$ cat config.mk
export PLATFORM = sky130hd
export DESIGN_NAME = blink_dec_iter
export DESIGN_NICKNAME = d
export VERILOG_FILES = /design/src/rtl/blink_dec_iter.sv
export SDC_FILE = /design/constraint.sdc
export NUM_CORES = 1
export LEC_CHECK = 0
export ABC_AREA = 1
export CORE_ASPECT_RATIO = 1.25
export CORE_MARGIN = 1
export CORE_UTILIZATION = 38
export CTS_CLUSTER_SIZE = 16
export DETAILED_ROUTE_END_ITERATION = 8
export PLACE_DENSITY = 0.6
export SLEW_MARGIN = 20
export SYNTH_ARGS = -nofsm -noshare
export SYNTH_HDL_FRONTEND = slang
export SYNTH_SLANG_ARGS = --single-unit
$ cat constraint.sdc
create_clock -name clk -period 2.35 [get_ports clk]
set_input_delay 0.3525 -clock clk [delete_from_list [all_inputs] [get_ports clk]]
set_output_delay 0.3525 -clock clk [all_outputs]
set_load 0.05 [all_outputs]
$ cat src/rtl/blink_dec_iter.sv
`default_nettype none
// ============================================================================
// blink_dec_iter : iterative 64-bit block decryptor, one inverse round per clk
// Optional final key whitening when BLINK_DEC_WHITEN_EN is defined.  Rev 1.0
// ============================================================================
module blink_dec_iter #(
    parameter int NR = 16
) (
    input  logic        clk,
    input  logic        rst,
    input  logic        in_valid,
    output logic        in_ready,
    input  logic [63:0] ct_i,
    output logic [4:0]  rk_idx_o,
    input  logic [63:0] rk_i,
    output logic        out_valid,
    input  logic        out_ready,
    output logic [63:0] pt_o
);

    localparam logic [4:0] LAST_IDX = 5'(NR - 1);

`ifdef BLINK_DEC_WHITEN_EN
    localparam logic [4:0] WHITEN_IDX = 5'(NR);
    typedef enum logic [1:0] {IDLE = 2'd0, RUN = 2'd1, DONE = 2'd2, WHITEN = 2'd3} state_t;
`else
    typedef enum logic [1:0] {IDLE = 2'd0, RUN = 2'd1, DONE = 2'd2} state_t;
`endif

    state_t      state, state_nx;
    logic [63:0] blk;
    logic [4:0]  cnt;
    logic        load, step;
`ifdef BLINK_DEC_WHITEN_EN
    logic        whiten;
`endif

    function automatic logic [3:0] inv_sbox(input logic [3:0] n);
        case (n)
            4'h0: return 4'h5;  4'h1: return 4'hE;  4'h2: return 4'hF;  4'h3: return 4'h8;
            4'h4: return 4'hC;  4'h5: return 4'h1;  4'h6: return 4'h2;  4'h7: return 4'hD;
            4'h8: return 4'hB;  4'h9: return 4'h4;  4'hA: return 4'h6;  4'hB: return 4'h3;
            4'hC: return 4'h0;  4'hD: return 4'h7;  4'hE: return 4'h9;  default: return 4'hA;
        endcase
    endfunction

    // Forward shuffle takes output cell i from input cell shuffle_src(i).
    function automatic int shuffle_src(input int i);
        case (i)
            4:  return 7;   5:  return 4;   6:  return 5;   7:  return 6;
            8:  return 10;  9:  return 11;  10: return 8;   11: return 9;
            12: return 13;  13: return 14;  14: return 15;  15: return 12;
            default: return i;
        endcase
    endfunction

    function automatic logic [63:0] inv_shuffle(input logic [63:0] y);
        logic [63:0] z;
        z = '0;
        for (int i = 0; i < 16; i++) begin
            z[4*shuffle_src(i) +: 4] = y[4*i +: 4];
        end
        return z;
    endfunction

    // Each cell becomes the XOR of the other three in its column; an involution.
    function automatic logic [63:0] mix_columns(input logic [63:0] x);
        logic [63:0] y;
        logic [3:0]  s;
        y = '0;
        for (int col = 0; col < 4; col++) begin
            s = x[4*col +: 4] ^ x[4*(col+4) +: 4] ^ x[4*(col+8) +: 4] ^ x[4*(col+12) +: 4];
            for (int row = 0; row < 4; row++) begin
                y[4*(col+4*row) +: 4] = s ^ x[4*(col+4*row) +: 4];
            end
        end
        return y;
    endfunction

    function automatic logic [63:0] inv_round(input logic [63:0] x, input logic [63:0] k);
        logic [63:0] m;
        logic [63:0] r;
        m = mix_columns(inv_shuffle(x) ^ k);
        for (int i = 0; i < 16; i++) begin
            r[4*i +: 4] = inv_sbox(m[4*i +: 4]);
        end
        return r;
    endfunction

    always_ff @(posedge clk or posedge rst) begin
        if (rst) state <= IDLE;
        else     state <= state_nx;
    end

    always_comb begin
        state_nx  = state;
        in_ready  = 1'b0;
        out_valid = 1'b0;
        rk_idx_o  = LAST_IDX;
        load      = 1'b0;
        step      = 1'b0;
`ifdef BLINK_DEC_WHITEN_EN
        whiten    = 1'b0;
`endif
        case (state)
            IDLE: begin
                in_ready = 1'b1;
                if (in_valid) begin
                    load     = 1'b1;
                    state_nx = RUN;
                end
            end
            RUN: begin
                rk_idx_o = cnt;
                step     = 1'b1;
                if (cnt == 5'd0) begin
`ifdef BLINK_DEC_WHITEN_EN
                    state_nx = WHITEN;
`else
                    state_nx = DONE;
`endif
                end
            end
`ifdef BLINK_DEC_WHITEN_EN
            WHITEN: begin
                rk_idx_o = WHITEN_IDX;
                whiten   = 1'b1;
                state_nx = DONE;
            end
`endif
            DONE: begin
                out_valid = 1'b1;
                if (out_ready) state_nx = IDLE;
            end
            default: state_nx = IDLE;
        endcase
    end

    // Counter holds at 0 on the last round; it is reloaded on the next accept.
    always_ff @(posedge clk or posedge rst) begin
        if (rst) begin
            blk <= '0;
            cnt <= LAST_IDX;
        end else if (load) begin
            blk <= ct_i;
            cnt <= LAST_IDX;
        end else if (step) begin
            blk <= inv_round(blk, rk_i);
            if (cnt != 5'd0) cnt <= cnt - 5'd1;
        end
`ifdef BLINK_DEC_WHITEN_EN
        else if (whiten) begin
            blk <= blk ^ rk_i;
        end
`endif
    end

    assign pt_o = out_valid ? blk : 64'h0;

endmodule
`default_nettype wire

==> results of run 1 <==
-- logic make-up (layout without fill, tap and decap cells) --
group | count (synthesis) | count (layout)
adder cells (fa/ha/maj) | 38 | 38
XOR/XNOR | 72 | 72
buffers and inverters | 223 | 607
AO/OA/AOI/OAI | 169 | 169
flip-flops | 71 | 71
AND/OR/NAND/NOR | 1024 | 1024
-- final cells by class --
| class | count | area share [%] |
|---|---|---|
| multi-input combinational | 1303 | 48.4 |
| clock buffer | 12 | 1.80 |
| timing repair buffer | 399 | 29.1 |
| clock inverter | 4 | 0.377 |
| tap | 325 | 2.85 |
| inverter | 192 | 5.05 |
| sequential | 71 | 12.5 |
-- timing repair --
item | CTS | global route
endpoints found under the setup margin | 1 | 49
setup buffers | 0 | 3
gates cloned | 0 | 0
pin swaps | 0 | 15
resized for setup | 2 | 98
-- critical path, stage by stage --
cell and delay (ns):
clkdlybuf4s50_1 0.50, inv_1 0.06, nand2_1 0.06, nand2_1 0.08, nand2_2 0.10, nand2_2 0.09
xor2_2 0.18, buf_4 0.16, ha_1 0.16, or2_2 0.32, nor2_4 0.09, o22ai_1 0.07
nor2_1 0.20, o22ai_1 0.10
-- worst min-delay path by stage --
| stage | to | slack [ns] | cells past startpoint |
|---|---|---|---|
| after global routing | blk[3]$_DFFE_PP0P_ | 0.43 | 3 |
| after CTS | blk[3]$_DFFE_PP0P_ | 0.43 | 3 |
| after global placement | cnt[4]$_DFFE_PP0P_ | 0.45 | 1 |
| after floorplan | cnt[4]$_DFFE_PP0P_ | 0.43 | 1 |
| after detailed placement | cnt[4]$_DFFE_PP0P_ | 0.46 | 1 |
| final | blk[1]$_DFFE_PP0P_ | 0.39 | 3 |
-- flip-flops by register name, indices dropped and copies added (netlist names) --
name   flops
state      2
cnt        5
blk       64
-- placed cells by master (no fill, tap or decap), types with 2 or more instances in the layout --
cell / netlist / layout
dfrtp_1: 67 / 64
o211ai_1: 27 / 27
o21ai_0: 64 / 60
ha_4: 0 / 2
xnor3_1: 2 / 2
and2_1: 4 / 4
o22ai_1: 16 / 16
nor3_1: 3 / 3
inv_2: 22 / 25
o21a_1: 2 / 2
ha_1: 38 / 36
nand3_1: 229 / 206
xor2_2: 7 / 14
buf_4: 0 / 202
nand2_2: 36 / 82
buf_12: 0 / 65
clkbuf_8: 2 / 2
nor2_1: 118 / 115
inv_1: 169 / 167
nor2_2: 0 / 2
clkbuf_16: 0 / 9
o221ai_1: 3 / 3
xor2_1: 37 / 30
clkdlybuf4s50_1: 0 / 127
nand2_4: 9 / 11
a21oi_1: 37 / 37
clkinvlp_4: 0 / 2
dfstp_2: 4 / 4
xnor2_1: 24 / 23
dfrtp_2: 0 / 3
o21ai_1: 15 / 16
nand3_2: 8 / 31
o21ai_2: 0 / 3
xnor2_2: 2 / 3
or2_2: 7 / 7
o21bai_1: 2 / 2
nand2_1: 608 / 560
a21oi_2: 3 / 3
dlymetal6s2s_1: 0 / 5
-- metal layers --
layer / vias up / routed length [microns] / part of all wire (%) / global-route usage (%)
met5: - / 0 / 0 / 0
met4: 0 / 1200 / 3.6 / 12.1
met3: 61 / 1340 / 4.0 / 3.44
met2: 286 / 16700 / 50 / 48.2
met1: 5184 / 14100 / 42 / 31.8
li1: 5830 / - / - / -
-- metrics by stage --
stage               hold slack, ns  util (%)  setup slack, ns
floorplan                    0.433         -           0.0528
global placement             0.451      57.3           -0.367
detailed placement           0.459      57.3           -0.400
CTS                          0.432      58.6           0.0349
global route                 0.430      60.2           -0.101
finish                       0.391      60.2           0.0705
==> impl_metrics.csv, run 1 <==
group,metric,value,unit
logic_synthesis,synth-compound-area-share,10.5,%
logic_synthesis,syn_area,9200,sq um
clocking,htreeDepth,3,
grt,grt_pass1_vias,11100,
floorplan,fp.dieH,176,microns
clocking,clock_latency,0.35,ns
layout,fin_nets,2146,
setup_path,setup.worst_path.end,"blk[36]$_DFFE_PP0P_",
worst_hold_path,hold_path.class,"primary input to asynchronous set/reset pin",
logic_synthesis,yosysMostFrequentCell,"nand2_1",
grt,antenna_found_initial,0,
timing,tightest_slew,0.490,ns
setup_path,cp-start-kind,"primary input",
timing,finalClockSkew,0.0142,ns
setup_path,arrival,2.50,ns
logic_synthesis,synthSimpleGateAreaFrac,47.7,%
routing,wl,33400,microns
logic_synthesis,synthXorXnorAreaFrac,7.89,%
setup_path,ff2ff_setup_slack,0.13,ns
setup_path,regToRegEndpoint,"blk[32]$_DFFE_PP0P_",
logic_synthesis,synthTopCellsByCount,"nand2_1 (608), nand3_1 (229), inv_1 (169)",
clocking,cts_tree,"built",
logic_synthesis,syn_avg_cell_area,5.76,sq um
layout,nFillCells,2284,
routing,drtIter0Drc,474,
setup_path,critPathKind,"primary input to flop",
layout,regArea,1790,sq um
clocking,clock-sinks,71,
timing,max_freq,439,MHz
routing,wl_per_cell,14.5,microns
grt,grt_usage,26.9,%
timing,finalCritPeriodShare,97.0,%
floorplan,std_cell_rows,63,
placement,post-place-cells,2287,
placement,place.gp.congestion,0.892,
logic_synthesis,async_reset_ff_share,100,%
timing,max_slew_margin,67.3,%
clocking,holdBufCountCts,0,
layout,final_area,14300,sq um
timing,rsz0062_at_grt,"yes",
timing,setup_viol,0,
logic_synthesis,ys_types,36,
timing,totalNegativeSetupSlack,0,ns
logic_synthesis,yosysWarnings,0,
floorplan,floorplan.initialDensity,38.8,%
layout,multiInputGateArea,6910,sq um
setup_path,worstReg2RegStart,"blk[20]$_DFFE_PP0P_",
routing,via_count,11400,
floorplan,dieArea,24800,sq um
logic_synthesis,synth-adder-area-share,5.17,%
clocking,cts_buffer_depth,2,
clocking,clk_pin_slew,0.06,ns
routing,firstDrtPassIters,5,
clocking,root_buffer,"clkbuf_16",
floorplan,ios,203,
setup_path,cp-end-kind,"flop",
logic_synthesis,synthTopCellsByArea,"nand2_1 (25%), dfrtp_1 (18%), nand3_1 (12%)",
grt,grt_max_degree,72,
clocking,cts_buffers,9,
logic_synthesis,seq_area_frac_synth,19.4,%
logic_synthesis,synthMuxAreaShare,0,%
job,maxCapViolCount,0,
routing,via_per_inst,4.93,
layout,syn_to_final_growth,55.2,%
routing,drc,0,
logic_synthesis,postSynthNetCount,1767,
setup_path,cp_max_fo,4,
status,status,"complete, no violations",
logic_synthesis,synthCells,1597,
timing,min_period,2.28,ns
grt,grt_pass1_wl,52700,microns
placement,dp_hpwl,26000,microns
timing,finalMaxSlewViolations,0,
logic_synthesis,synth_seq_cells,71,
routing,ant_nets,0,
setup_path,cp.required,2.57,ns
placement,io_buffers,202,
placement,postPlaceCellArea,13600,sq um
logic_synthesis,synth-edff-count,0,
logic_synthesis,synth_top_family_by_area,"simple AND/OR/NAND/NOR gates",
setup_path,critical_path.startpoint,"rk_i[4]",
logic_synthesis,synth_top_area_cell,"nand2_1",
setup_path,ff2ff_path_depth,13,
layout,antenna_cells,0,
layout,final_cells,2306,
layout,drive_above_1_share,23.9,%
floorplan,core_area,23700,sq um
logic_synthesis,ys.flop_type,"dfrtp_1",
timing,final_hold_viol_count,0,
floorplan,die_width,141,microns
logic_synthesis,synth.top_cell.area_share,24.8,%
grt,grt-ovfl-total,0,
Power of run 1 is left out: the tool's default activity adds up to more than one toggle a clock period on the data nets, which glitch-free logic cannot reach.
==> run 2, diff against run 1 <==
Settings changed: CORE_UTILIZATION 38 to 53, PLACE_DENSITY 0.6 to 0.8.
==> impl_metrics.csv, run 2 (same netlist as run 1, synthesis figures left out) <==
group,metric,value,unit
timing,holdWs,0.410,ns
timing,max_freq,445,MHz
timing,finalCritPeriodShare,95.6,%
timing,min_period,2.25,ns
timing,tightest_slew,0.493,ns
setup_path,cp-start-kind,"flop",
clocking,clock_latency,0.35,ns
setup_path,critPathKind,"flop to flop",
setup_path,cp_max_fo,4,
routing,drtIter0Drc,747,
clocking,cts_buffer_depth,2,
routing,drc,0,
clocking,cts_buffers,9,
layout,syn_to_final_growth,49.5,%
layout,largest_reg_flops,64,
clocking,clock-sinks,71,
timing,max_slew_margin,67.1,%
grt,grt_pass1_vias,11300,
timing,final_hold_viol_count,0,
routing,wl_per_cell,14.8,microns
layout,utilization,81.3,%
layout,fin_nets,2129,
routing,firstDrtPassIters,5,
setup_path,cp-end-kind,"flop",
layout,antenna_cells,0,
timing,totalNegativeSetupSlack,0,ns
layout,drive_above_1_share,21.7,%
setup_path,ff2ff_path_depth,16,
clocking,clk_pin_slew,0.06,ns
routing,wl,32300,microns
timing,finalClockSkew,0.00791,ns
setup_path,cp.required,2.58,ns
grt,antenna_found_initial,0,
setup_path,ff2ff_setup_slack,0.10,ns
floorplan,std_cell_rows,53,
floorplan,dieArea,17900,sq um
layout,final_cell_mix,"nand2_1 (576), nand3_1 (216), buf_4 (194)",
placement,dp_hpwl,24900,microns
floorplan,core_area,16900,sq um
grt,grt_usage,36.3,%
floorplan,ios,203,
job,maxCapViolCount,0,
grt,grt_max_degree,72,
layout,final_common_cell,"nand2_1",
clocking,htreeDepth,3,
floorplan,fp.dieH,149,microns
grt,grt-ovfl-total,0,
routing,via_count,11900,
clocking,root_buffer,"clkbuf_16",
placement,place.gp.congestion,0.949,
worst_hold_path,hold_path.class,"primary input to asynchronous set/reset pin",
layout,top_regs,"blk x64, cnt x5, state x2",
setup_path,arrival,2.47,ns
routing,via_per_inst,5.43,
clocking,cts_tree,"built",
layout,largest-register,"blk",
floorplan,floorplan.initialDensity,54.4,%
placement,io_buffers,202,
grt,grt_pass1_wl,51700,microns
floorplan,die_width,120,microns
timing,setup_viol,0,
timing,finalMaxSlewViolations,0,
status,status,"complete, no violations",
routing,ant_nets,0,
run 2: changes by cell type in the layout (fill, tap and decap cells not counted), moves of 5 or more:
cell and change:
buf_4 -8, nand3_2 -10, nand2_1 +16, nand2_2 -14, nand3_1 +10, xor2_2 -5
buf_12 -9
run 2: final cells by class:
| class | instances | area [sq um] |
|---|---|---|
| fillers | 1197 | 3160 |
| well taps | 220 | 275 |
| multi-input cells | 1303 | 6760 |
| repair buffers | 382 | 3920 |
| flip-flops and latches | 71 | 1790 |
| clock buffers | 13 | 250 |
| inverters | 192 | 721 |
| clock inverters | 3 | 42.5 |
run 2: per-layer routing:
layer  vias to the layer above  track usage (%)  routed length [microns]
li1                       5828                -                        -
met1                      5444             41.2                    12600
met2                       485             64.4                    15900
met4                         0             20.7                     1720
met3                       112             5.81                     2080
met5                         -                0                        0
run 2: repair_timing:
| item | CTS | global route |
|---|---|---|
| hold buffers | 0 | 0 |
| endpoints found under the hold margin | 0 | 0 |
| gates resized for setup | 0 | 74 |
| setup endpoints to repair | 0 | 46 |
| buffers inserted | 0 | 3 |
run 2: final timing paths:
kind / startpoint / end
worst max-delay path: blk[16]$_DFFE_PP0P_ / blk[63]$_DFFE_PP0P_
worst min register to register: cnt[4]$_DFFE_PP0P_ / cnt[4]$_DFFE_PP0P_
worst max register to register: blk[16]$_DFFE_PP0P_ / blk[63]$_DFFE_PP0P_
worst min-delay path: rst / blk[3]$_DFFE_PP0P_
max in group asynchronous: rst / cnt[0]$_DFFE_PP1P_
min in group clk: cnt[4]$_DFFE_PP0P_ / cnt[4]$_DFFE_PP0P_
run 2: through the flow:
stage	setup WS (ns)	instances	instance area (sq um)
2_1_floorplan	0.0528	1597	9200
3_3_place_gp	-0.222	2165	13200
3_5_place_dp	-0.325	2165	13200
4_1_cts	0.0301	2181	13500
5_1_grt	-0.0681	2184	13800
6_report	0.104	2184	13800
run 2: critical path, stage by stage, from the launching register on:
cell and delay (ns):
dfrtp_2 0.44, inv_2 0.08, nand2_1 0.05, nand2_1 0.11
nand2_2 0.09, nand2_2 0.12, nand2_2 0.09, buf_4 0.15
nand2_1 0.10, inv_1 0.07, ha_1 0.30, nand2_1 0.07
nand2_1 0.06, inv_1 0.07, o21ai_0 0.08, nand3_1 0.13
o211ai_1 0.10
Power of run 2 is left out for the same reason.
==> run 3, diff against run 2 <==
Settings changed: CELL_PAD_IN_SITES_DETAIL_PLACEMENT set to 1, CELL_PAD_IN_SITES_GLOBAL_PLACEMENT set to 1, CORE_UTILIZATION 53 to 35, PLACE_DENSITY 0.8 to 0.79.
==> impl_metrics.csv, run 3 (same netlist as run 1, synthesis figures left out) <==
group,metric,value,unit
setup_path,cp_max_fo,4,
layout,largest-register,"blk",
layout,top_regs,"blk x64, cnt x5, state x2",
routing,via_count,12200,
clocking,clock-sinks,71,
floorplan,fp.dieH,183,microns
clocking,cts_buffer_depth,2,
grt,grt_usage,30.1,%
layout,largest_reg_flops,64,
floorplan,floorplan.initialDensity,35.5,%
grt,grt_pass1_wl,64200,microns
setup_path,cp.required,2.61,ns
routing,wl,42400,microns
setup_path,max_stage_delay,0.48,ns
grt,grt-ovfl-total,0,
timing,finalMaxSlewViolations,0,
timing,final_hold_viol_count,0,
floorplan,die_width,147,microns
routing,wl_per_cell,18.2,microns
floorplan,std_cell_rows,66,
clocking,cts_tree,"built",
setup_path,crit_cells,16,
routing,via_per_inst,5.26,
job,maxCapViolCount,0,
setup_path,slowest_stage,"dfrtp_2",
setup_path,worstReg2RegStart,"blk[28]$_DFFE_PP0P_",
timing,holdWs,0.388,ns
layout,final_cell_mix,"nand2_1 (548), nand3_1 (205), buf_4 (198)",
timing,max_slew_margin,59.3,%
setup_path,arrival,2.54,ns
clocking,htreeDepth,3,
placement,place.gp.congestion,0.884,
floorplan,ios,203,
layout,syn_to_final_growth,59.1,%
routing,drc,0,
placement,dp_hpwl,32400,microns
routing,firstDrtPassIters,5,
setup_path,critical_path.startpoint,"blk[28]$_DFFE_PP0P_",
grt,grt_pass1_vias,13000,
clocking,clock_latency,0.37,ns
setup_path,ff2ff_setup_slack,0.07,ns
setup_path,cp-start-kind,"flop",
timing,setup_viol,0,
clocking,holdBufCountCts,0,
grt,grt_max_degree,61,
setup_path,path_cells,"inv_2, nand2_1, nand2_1, nand2_2, buf_4, nand3_2, nand3_2, nand3_1, nand2_1, ha_1, nand2_1, nand2_1, nand2_1, nand3_1, nand2_1, nand2_1",
timing,min_period,2.28,ns
setup_path,path_buf_inv,2,
setup_path,cp-end-kind,"flop",
routing,drtIter0Drc,562,
setup_path,cpMostUsedCell,"nand2_1",
timing,rsz0062_at_grt,"yes",
setup_path,regToRegEndpoint,"blk[11]$_DFFE_PP0P_",
layout,fin_nets,2150,
placement,io_buffers,202,
setup_path,setup.worst_path.end,"blk[11]$_DFFE_PP0P_",
clocking,cts_buffers,9,
timing,finalCritPeriodShare,97.1,%
status,status,"complete, no violations",
floorplan,dieArea,26900,sq um
clocking,clk_pin_slew,0.07,ns
floorplan,core_area,25900,sq um
setup_path,critPathKind,"flop to flop",
setup_path,ff2ff_path_depth,16,
routing,ant_nets,0,
grt,antenna_found_initial,1,
layout,final_common_cell,"nand2_1",
timing,max_freq,438,MHz
layout,nFillCells,3438,
worst_hold_path,hold_path.class,"primary input to asynchronous set/reset pin",
layout,drive_above_1_share,25.2,%
clocking,root_buffer,"clkbuf_16",
setup_path,cp_top_family,"simple AND/OR/NAND/NOR gates",
timing,tightest_slew,0.610,ns
timing,finalClockSkew,0.00803,ns
[run 3: area by class of cell]
cell class,instances,area (sq um),share of cell area (%)
Inverter,192,721,4.92
Clock buffer,13,260,1.78
Sequential cell,71,1790,12.2
Timing Repair Buffer,403,4300,29.4
Clock inverter,3,65.1,0.444
Antenna cell,1,2.50,0.0171
Multi-Input combinational cell,1303,7080,48.4
Tap cell,340,425,2.91
[run 3: stage by stage]
| stage | utilization (%) | setup slack [ns] | area (sq um) | setup TNS (ns) | cells |
|---|---|---|---|---|---|
| detailed placement | 52.9 | -0.444 | 13700 | -18.25 | 2303 |
| global route | 56.5 | -0.0574 | 14600 | -0.531 | 2326 |
| finish | 56.5 | 0.0674 | 14600 | 0 | 2326 |
| floorplan | - | 0.0528 | 9200 | 0 | 1597 |
| global placement | 52.9 | -0.296 | 13700 | -11.03 | 2303 |
| CTS | 54.3 | 0.000341 | 14100 | 0 | 2320 |
[run 3: routing by layer]
metal / up-vias / track usage [%] / wire length [microns]
li1: 5850 / - / -
met1: 6008 / 32.6 / 16500
met2: 291 / 58.7 / 23000
met3: 88 / 3.31 / 1470
met4: 0 / 12.1 / 1490
met5: - / 0 / 0
[run 3: worst register-to-register path: stages, from the launching register on]
cell and delay, ns:
dfrtp_2 0.48, inv_2 0.10, nand2_1 0.06, nand2_1 0.10, nand2_2 0.07, buf_4 0.15
nand3_2 0.08, nand3_2 0.13, nand3_1 0.14, nand2_1 0.09, ha_1 0.30, nand2_1 0.10
nand2_1 0.06, nand2_1 0.05, nand3_1 0.10, nand2_1 0.11, nand2_1 0.05
[run 3: how the worst min path moves through the flow]
stage	to	cells after the start
floorplan	cnt[4]$_DFFE_PP0P_	1
global placement	cnt[4]$_DFFE_PP0P_	1
detailed placement	cnt[4]$_DFFE_PP0P_	1
CTS	blk[29]$_DFFE_PP0P_	2
global route	blk[29]$_DFFE_PP0P_	2
finish	blk[25]$_DFFE_PP0P_	2
[run 3: repair_timing]
action / in CTS / in global routing
setup endpoints to repair: 13 / 58
buffers inserted: 1 / 5
hold endpoints to repair: 0 / 0
resized for setup: 15 / 130
pin swaps: 1 / 21
Power of run 3 is left out for the same reason.
